<file path="src/rtl/add5_operand_feeder.sv">
// Operand FIFO feeding the 5-bit ripple adder: buffers {a,b,e} pairs and
// presents the head pair until the sum consumer acks it; stop=1 when idle.
module add5_operand_feeder #(
   parameter int WIDTH = 5,
   parameter int DEPTH = 4
) (
   input  logic                       clk,
   input  logic                       Reset,
   input  logic                       push,
   input  logic [WIDTH-1:0]           push_a,
   input  logic [WIDTH-1:0]           push_b,
   input  logic                       push_e,
   output logic                       full,
   output logic [$clog2(DEPTH):0]     count,
   output logic                       overflow,
   input  logic                       halt,
   input  logic                       ack,
   output logic [WIDTH-1:0]           A,
   output logic [WIDTH-1:0]           B,
   output logic                       E,
   output logic                       stop,
   output logic                       pair_valid
);
   localparam int AW = $clog2(DEPTH);
   localparam int CW = AW + 1;

   typedef struct packed {
      logic [WIDTH-1:0] a;
      logic [WIDTH-1:0] b;
      logic             e;
   } entry_t;

   entry_t          mem [DEPTH];
   logic [AW-1:0]   wptr, rptr;
   logic [CW-1:0]   cnt;
   logic            ovf;
   logic            pop, acc, drop;
   entry_t          head;

   assign full       = (cnt == CW'(DEPTH));
   assign count      = cnt;
   assign overflow   = ovf;
   assign pair_valid = (cnt != '0) && !halt;
   assign stop       = !pair_valid;

   // A full FIFO can still take a push when the head leaves in the same cycle.
   assign pop  = ack && pair_valid;
   assign acc  = push && (!full || pop);
   assign drop = push && !acc;

   assign head = mem[rptr];
   assign A    = pair_valid ? head.a : '0;
   assign B    = pair_valid ? head.b : '0;
   assign E    = pair_valid ? head.e : 1'b0;

   // Storage has no reset; only pointers/count define what is valid.
   always_ff @(posedge clk) begin
      if (Reset && acc)
         mem[wptr] <= '{a: push_a, b: push_b, e: push_e};
   end

   always_ff @(posedge clk) begin
      if (!Reset) begin
         wptr <= '0;
         rptr <= '0;
         cnt  <= '0;
         ovf  <= 1'b0;
      end else begin
         if (acc) wptr <= wptr + 1'b1;
         if (pop) rptr <= rptr + 1'b1;
         case ({acc, pop})
            2'b10:   cnt <= cnt + 1'b1;
            2'b01:   cnt <= cnt - 1'b1;
            default: cnt <= cnt;
         endcase
         if (drop) ovf <= 1'b1;
      end
   end
endmodule
</file>
<file path="config.mk">
export PLATFORM = sky130hd
export DESIGN_NAME = add5_operand_feeder
export DESIGN_NICKNAME = d
export VERILOG_FILES = /design/src/rtl/add5_operand_feeder.sv
export SDC_FILE = /design/constraint.sdc
export NUM_CORES = 1
export LEC_CHECK = 0
export CORE_MARGIN = 2
export CORE_UTILIZATION = 25
export CTS_BUF_LIST = sky130_fd_sc_hd__clkbuf_4
export DETAILED_ROUTE_END_ITERATION = 6
export PLACE_DENSITY_LB_ADDON = 0.05
export SYNTH_ARGS = -nofsm -noshare
export SYNTH_HDL_FRONTEND = slang
export SYNTH_SLANG_ARGS = --single-unit
</file>
<file path="constraint.sdc">
create_clock -name clk -period 5.4 [get_ports clk]
set_input_delay 0.54 -clock clk [delete_from_list [all_inputs] [get_ports clk]]
set_output_delay 0.54 -clock clk [all_outputs]
set_load 0.02 [all_outputs]
</file>
==> flow_metrics.tcl, run 1 <==
set metrics [dict create \
    status "finished clean" \
    drive_gt1_share_pct 13.5 \
    yosysTopAreaCellShare_pct 58.8 \
    clock_latency_ns 0.38 \
    fp-row-count 34 \
    max_cap_violations 0 \
    synthArstFlopShare_pct 0 \
    mostFrequentLayoutCell "edfxtp_1" \
    rsz0062_at_grt "false" \
    finalSetupTns_ns 0 \
    drt-initial-drc-count 35 \
    ir_drop_mv 0.100 \
    synth-seq-cells 54 \
    critPathLaunchType "flip-flop" \
    cts_tree "done" \
    cts_hold_buf 0 \
    synth_top_family_by_area "multiplexers" \
    synth_top_flop_cell "edfxtp_1" \
    ys_warn_count 0 \
    crit_arrival_ns 2.54 \
    p_leak_nw 0.896 \
    routabilityCongestion 0.765 \
    via_per_inst 4.34 \
    synth_edf_count 44 \
    ys_types 33 \
    dieArea_um2 9760 \
    avgSynthCellArea_um2 16.5 \
    synthMuxAreaShare_pct 12.4 \
    synthSimpleGateAreaFrac_pct 10.5 \
    synthAdderAreaFrac_pct 3.12 \
    cp_max_fo 11 \
    dpl.hpwl_mm 2.94 \
    setup_slack_ns 2.32 \
    clkSlewWorstSetupHoldPaths_ns 0.14 \
    htree_levels 2 \
    layout.nets 191 \
    synth_compound_area_share_pct 2.62 \
    finalMaxSlewViolations 0 \
    final_antenna_net_count 0 \
    worst_pin_slew_ns 0.819 \
    grt_pass1_wl_mm 7.16 \
    mostFrequentLayoutCells "44 x edfxtp_1, 33 x clkdlybuf4s50_1, 11 x mux4_2, 11 x and2_1, 10 x dfxtp_1" \
    setup_viol_count_final 0 \
    io_pins 34 \
    power.density_nw_per_um2 328 \
    syn2layout_area_growth_pct 23.0 \
    finalCritPeriodShare_pct 57.0 \
    post-cts-setup-buffers 0 \
    yosysSeqAreaShare_pct 67.7 \
    utilization_pct 31.7 \
    fmax_ghz 0.325 \
    globalRouteOverflowTotal 0 \
    initial_utilization_pct 25.8 \
    holdWs_ns 0.523 \
    first_pass_iters 4 \
    core_region_area_um2 8720 \
    yosysTopAreaCell "edfxtp_1" \
    cp-end-kind "primary output" \
    diodes 0 \
    root_buffer "clkbuf_4" \
    post_synth_xor_area_fraction_pct 1.17 \
    num_vias 1212 \
    dp_cells 271 \
    critical_path_required_ns 4.86 \
    pre_cts_slack_ns 2.43 \
    final_cells 279 \
    synth_fp_nets 157 \
    min_period_ns 3.08 \
    cts.sinks 54 \
    grt_pass1_vias 1329 \
    drt_wl_total_mm 4.52 \
    port-buffer-count 33 \
    slew-limit-headroom_pct 45.3 \
    die_h_um 98.8 \
    grt_max_degree 17 \
    holdCritPathClass "reg2reg" \
    die-width_um 98.8 \
    cts.repair.resized 0 \
    netlist_area_um2 2250 \
    antenna_found_initial 0 \
    synth_area_leaders "edfxtp_1 59%, mux4_2 11%, dfxtp_1 8.9%, and2_1 3.1%, ha_1 2.2%" \
    wl_per_cell_um 16.2 \
    setup.worst_path.class "reg2out" \
    grt_use_total_pct 9.87 \
    cts_made_buffers 5 \
    syn-instance-count 136 \
    hold_viol_final 0 \
    drc_errors 0 \
    clockBufferDepth 2 \
    finClkSkew_ns 0.0177 \
]
## sequential cells by signal, indices dropped and copies added, names as in the netlist, named ones only
register	count
rptr	2
wptr	2
overflow	1
count	3
mem	44
## worst paths after layout
path / from / to / slack, ns / cells past startpoint
min reg2reg: overflow$_SDFFE_PN0P_ / overflow$_SDFFE_PN0P_ / 0.52 / 2
max reg2reg: count[2]$_SDFFE_PN0P_ / count[2]$_SDFFE_PN0P_ / 3.18 / 6
min: overflow$_SDFFE_PN0P_ / overflow$_SDFFE_PN0P_ / 0.52 / 2
max: flip-flop / A[1] / 2.32 / 3
## Yosys cell counts, types with 3 or more instances
cell type and count:
ha_1 4, and2_1 11, mux4_2 11, inv_1 6, nand2_1 4, xnor2_1 3
dfxtp_1 10, mux2i_1 3, nor2_1 7, and3_1 4, edfxtp_1 44
## worst max-delay path, cell delays in order, from the launching register on
cell and delay (ns):
dfxtp_1 0.88, mux4_2 0.60, and2_1 0.17, clkdlybuf4s50_1 0.53
## power by group
part	internal [mW]	switching [mW]	total [mW]
registers	0.472	0.0208	0.493
clock network	0.103	0.123	0.226
logic	0.0935	0.0941	0.188
## metal layers
layer	vias up	track usage, %	wire (um)	part of all wire (%)
met5	-	0	0	0
met4	0	3.48	68	1.5
met3	5	2.48	170	3.8
met2	26	17.3	2300	51
met1	601	11.8	1980	44
li1	580	-	-	-
## cells by family (layout without fill, tap and decap cells)
kind of cell / Yosys count / count (layout)
XOR/XNOR: 3 / 3
AO/OA/AOI/OAI: 9 / 9
buffers and inverters: 12 / 47
adder cells (fa/ha/maj): 5 / 5
flip-flops: 54 / 54
multiplexers: 14 / 14
AND/OR/NAND/NOR: 39 / 39
## final cells by class
cell class	count	area, um2
multi-input combinational	70	669
timing repair buffer	33	330
clock buffer	6	45.0
clock inverter	2	37.5
inverter	6	22.5
fill	834	5960
sequential	54	1520
tap	108	135
## metrics by stage
stage / power [mW] / area (um2)
CTS: 0.924 / 2760
global route: 0.954 / 2760
detailed placement: 0.694 / 2680
floorplan: 0.609 / 2250
finish: 0.906 / 2760
global placement: 0.692 / 2680
Power figures use the tool's default switching activity.
==> run 2: changes to the inputs <==
==> constraint.sdc (replaced) <==
create_clock -name clk -period 2.7 [get_ports clk]
set_input_delay 0.27 -clock clk [delete_from_list [all_inputs] [get_ports clk]]
set_output_delay 0.27 -clock clk [all_outputs]
set_load 0.02 [all_outputs]
==> flow_metrics.tcl, run 2 (synthesized netlist as in run 1, its figures left out) <==
set metrics [dict create \
    clockBufferDepth 2 \
    setup_viol_count_final 0 \
    cts_hold_buf 0 \
    p_int_mw 1.45 \
    cts_made_buffers 5 \
    io_pins 34 \
    mostFrequentLayoutCells "44 x edfxtp_1, 33 x clkdlybuf4s50_1, 11 x mux4_2, 11 x and2_1, 10 x dfxtp_1" \
    critical_path_required_ns 2.43 \
    worst_pin_slew_ns 0.578 \
    syn2layout_area_growth_pct 28.0 \
    initial_utilization_pct 25.8 \
    finalCritPeriodShare_pct 94.2 \
    clock_latency_ns 0.36 \
    drc_errors 0 \
    first_pass_iters 4 \
    holdWs_ns 0.531 \
    routabilityCongestion 0.784 \
    clkSlewWorstSetupHoldPaths_ns 0.15 \
    cts.sinks 54 \
    top_register "mem" \
    port-buffer-count 33 \
    finClkSkew_ns 0.0137 \
    dieArea_um2 9760 \
    switching_power_uw 482 \
    min_period_ns 2.54 \
    crit_arrival_ns 2.27 \
    clockPowerShare_pct 27.2 \
    grt_use_total_pct 9.80 \
    largest_register_ffs 44 \
    cp_max_fo 12 \
    power_frac_comb_pct 22.2 \
    grt_max_degree 17 \
    setup.worst_path.class "reg2out" \
    seqPwrFrac_pct 50.6 \
    layout.nets 199 \
    mostFrequentLayoutCell "edfxtp_1" \
    drive_gt1_share_pct 17.9 \
    finalMaxSlewViolations 0 \
    ff2ff_setup_slack_ns 0.57 \
    grt_pass1_wl_mm 7.18 \
    globalRouteOverflowTotal 0 \
    crit_slowest_cell "clkdlybuf4s50_1" \
    diodes 0 \
    power.density_nw_per_um2 671 \
    wl_per_cell_um 15.8 \
    slowest_delay_ns 0.53 \
    dpl.hpwl_mm 3.06 \
    status "finished clean" \
    hold_viol_final 0 \
    grt_pass1_vias 1311 \
    core_region_area_um2 8720 \
    fmax_ghz 0.393 \
    root_buffer "clkbuf_4" \
    max_cap_violations 0 \
    p_leak_nw 0.948 \
    rsz0062_at_grt "false" \
    num_vias 1241 \
    switching_share_pct 25.0 \
    slew-limit-headroom_pct 61.5 \
    antenna_found_initial 0 \
    cp-end-kind "primary output" \
    drt_wl_total_mm 4.55 \
    drt-initial-drc-count 21 \
    via_per_inst 4.32 \
    cts_tree "done" \
    ir_drop_mv 0.323 \
    final_antenna_net_count 0 \
    die-width_um 98.8 \
    htree_levels 2 \
    path_cells "nor3_2 -> or2_1 -> clkinvlp_4 -> buf_12 -> and2_1 -> clkdlybuf4s50_1" \
    finalSetupTns_ns 0 \
    critPathLaunchType "flip-flop" \
    holdCritPathClass "in2reg" \
    die_h_um 98.8 \
    fp-row-count 34 \
]
-- run 2: worst paths after layout --
kind,end,start,cells past startpoint
hold / removal,mem[0][2]$_DFFE_PP_,push_b[1],1
hold reg to reg,overflow$_SDFFE_PN0P_,overflow$_SDFFE_PN0P_,2
setup / recovery,B[1],count[2]$_SDFFE_PN0P_,6
setup reg to reg,count[2]$_SDFFE_PN0P_,count[2]$_SDFFE_PN0P_,6
-- run 2: critical path: cells and delay by family (launching register included) --
kind	cells	cell delay [ns]
buffers and inverters	3	0.80
flip-flops	1	0.40
AND/OR/NAND/NOR	3	0.72
-- run 2: power by group through the flow --
stage / logic, mW / clock network [mW] / registers [mW]
6_report: 0.428 / 0.525 / 0.976
5_1_grt: 0.465 / 0.572 / 0.982
4_1_cts: 0.440 / 0.542 / 0.977
3_5_place_dp: 0.415 / 0 / 0.994
3_3_place_gp: 0.405 / 0 / 0.991
2_1_floorplan: 0.222 / 0 / 0.997
-- run 2: metrics by stage --
step	total power [mW]	util (%)	setup WS (ns)	cells	area (um2)
global placement	1.40	31.5	0.319	278	2740
CTS	1.96	33.0	0.118	287	2870
finish	1.93	33.0	0.156	287	2870
global route	2.02	33.0	0.00572	287	2870
floorplan	1.22	-	0.565	136	2250
detailed placement	1.41	31.5	0.243	278	2740
-- run 2: repair_timing --
action	CTS	global route
buffers inserted	1	0
endpoints found under the setup margin	11	0
resized for setup	2	0
-- run 2: per-layer routing --
metal	global-route usage [%]	vias up	share of wire, %
li1	-	593	-
met1	12.0	615	44
met2	17.0	28	51
met3	2.77	5	4.1
met4	2.53	0	1.2
met5	0	-	0
-- run 2: layout make-up --
cell class,instances,area [um2]
Tap cell,108,135
Clock inverter,3,63.8
Inverter,6,26.3
Clock buffer,5,37.5
Multi-Input combinational cell,70,674
Timing Repair Buffer,41,415
Sequential cell,54,1520
Fill cell,855,5850
==> run 3: changes to the inputs <==
--- a/config.mk
+++ b/config.mk
@@ -9,7 +9,8 @@
 export CORE_UTILIZATION = 25
 export CTS_BUF_LIST = sky130_fd_sc_hd__clkbuf_4
 export DETAILED_ROUTE_END_ITERATION = 6
-export PLACE_DENSITY_LB_ADDON = 0.05
+export PLACE_DENSITY = 0.55
+export SETUP_SLACK_MARGIN = 0.5
 export SYNTH_ARGS = -nofsm -noshare
 export SYNTH_HDL_FRONTEND = slang
 export SYNTH_SLANG_ARGS = --single-unit
==> flow_metrics.tcl, run 3 (synthesized netlist as in run 1, its figures left out) <==
set metrics [dict create \
    drt_wl_total_mm 4.04 \
    via_per_inst 4.27 \
    largest_register_ffs 44 \
    finalSetupTns_ns 0 \
    die_h_um 98.8 \
    setup_slack_ns 0.571 \
    cp-end-kind "primary output" \
    slowest_delay_ns 0.49 \
    r2r-start "count[0]$_SDFFE_PN0P_" \
    busiest_layer "met2" \
    clkSlewWorstSetupHoldPaths_ns 0.17 \
    final_area_um2 2840 \
    crit_slowest_cell "mux4_2" \
    top_register "mem" \
    diodes 0 \
    rsz0062_at_grt "true" \
    grt_pass1_vias 1242 \
    dieArea_um2 9760 \
    critPathLaunchType "flip-flop" \
    n_fill_cell 852 \
    syn2layout_area_growth_pct 26.4 \
    cp_max_fo 11 \
    first_pass_iters 4 \
    min_period_ns 2.13 \
    use_met3_pct 2.70 \
    cts_tree "done" \
    finalMaxSlewViolations 0 \
    routabilityCongestion 0.716 \
    ir_drop_mv 0.178 \
    critical_path_required_ns 2.43 \
    globalRouteOverflowTotal 0 \
    mostFrequentLayoutCells "44 x edfxtp_1, 21 x clkdlybuf4s50_1, 11 x mux4_2, 11 x and2_1" \
    pre_cts_slack_ns 0.294 \
    use_met1_pct 10.3 \
    holdCritPathClass "in2reg" \
    clockBufferDepth 2 \
    fp-row-count 34 \
    grt_use_total_pct 8.70 \
    cts.sinks 54 \
    die-width_um 98.8 \
    slew-limit-headroom_pct 68.0 \
    p_leak_nw 0.972 \
    power.density_nw_per_um2 627 \
    status "finished clean" \
    mostFrequentLayoutCell "edfxtp_1" \
    crit_family "multiplexers" \
    drc_errors 0 \
    drt-initial-drc-count 32 \
    crit_arrival_ns 1.86 \
    wl_per_cell_um 14.0 \
    root_buffer "clkbuf_4" \
    io_pins 34 \
    htree_levels 2 \
    dpl_cell_area_um2 2720 \
    clock_latency_ns 0.38 \
    num_vias 1229 \
    setup_viol_count_final 0 \
    hold_viol_final 0 \
    hp-start "push_a[3]" \
    finalCritPeriodShare_pct 78.9 \
    drive_gt1_share_pct 23.3 \
    initial_utilization_pct 25.8 \
    p_total_mw 1.78 \
    antenna_found_initial 0 \
    worst_pin_slew_ns 0.478 \
    port-buffer-count 33 \
    core_region_area_um2 8720 \
    dpl.hpwl_mm 2.68 \
    cts_made_buffers 5 \
    use_met2_pct 14.9 \
    path_cells "buf_12 -> mux4_2 -> and2_1 -> dlygate4sd2_1" \
    grt_pass1_wl_mm 6.32 \
    final_antenna_net_count 0 \
    crit_buf_inv 2 \
    setup.worst_path.class "reg2out" \
    fmax_ghz 0.470 \
    max_cap_violations 0 \
    layout.nets 200 \
    finClkSkew_ns 0.0129 \
    grt_max_degree 20 \
]
-- run 3: cell types whose count changed in the layout (fill, tap and decap cells not counted), sizes merged --
| cell | delta |
|---|---|
| dlygate4sd2 | +3 |
| dlymetal6s2s | +1 |
| inv | +2 |
| bufinv | -2 |
| clkdlybuf4s15 | +6 |
| clkdlybuf4s50 | -12 |
| clkinvlp | +1 |
| clkbuf | +2 |
-- run 3: through the flow --
stage               hold WS (ns)  std cells  util (%)
floorplan                  0.369        136         -
global placement           0.496        277      31.2
detailed placement         0.509        277      31.2
CTS                        0.484        287      32.5
global route               0.481        288      32.5
finish                     0.502        288      32.5
-- run 3: power breakdown --
part | total (mW) | internal [mW] | switching, mW | leakage, nW
registers | 0.979 | 0.946 | 0.0333 | 0.483
clock network | 0.386 | 0.114 | 0.273 | 0.0377
logic | 0.414 | 0.208 | 0.207 | 0.451
total | 1.78 | 1.27 | 0.512 | 0.972
-- run 3: path summary, 6_finish.rpt --
kind	slack, ns	to	depth (start not counted)
worst min register to register	0.52	count[1]$_SDFFE_PN0P_	2
worst max register to register	0.62	count[2]$_SDFFE_PN0P_	7
worst min-delay path	0.50	mem[1][9]$_DFFE_PP_	1
worst max-delay path	0.57	A[3]	4
-- run 3: layout make-up --
type | count | area [um2] | area share, %
clock buffer | 5 | 37.5 | 1.32
clock inverter | 3 | 28.8 | 1.01
inverter | 6 | 26.3 | 0.926
multi-input combinational | 70 | 683 | 24.1
sequential | 54 | 1530 | 53.8
tap | 108 | 135 | 4.76
timing repair buffer | 41 | 392 | 13.8
timing repair inverter | 1 | 7.51 | 0.265
-- run 3: worst reg2reg max path: stages, from the launching register on --
cell	delay, ns
dfxtp_2	0.43
nor3_4	0.07
buf_4	0.14
or3_2	0.46
fa_1	0.43
nand3b_1	0.20
a21o_1	0.16
a31oi_1	0.14
-- run 3: what timing repair did --
item / 4_1_cts / 5_1_grt
buffers inserted: 1 / 1
endpoints found under the setup margin: 13 / 10
gates cloned: 1 / 0
gates resized for setup: 26 / 9
hold buffers: 0 / 0
pin swaps: 2 / 0
-- run 3: per-layer routing --
| layer | share of wire (%) | vias to the layer above |
|---|---|---|
| met1 | 45 | 601 |
| met3 | 3.8 | 6 |
| met4 | 1.3 | 0 |
| met5 | 0 | - |
| li1 | - | 599 |
| met2 | 50 | 23 |
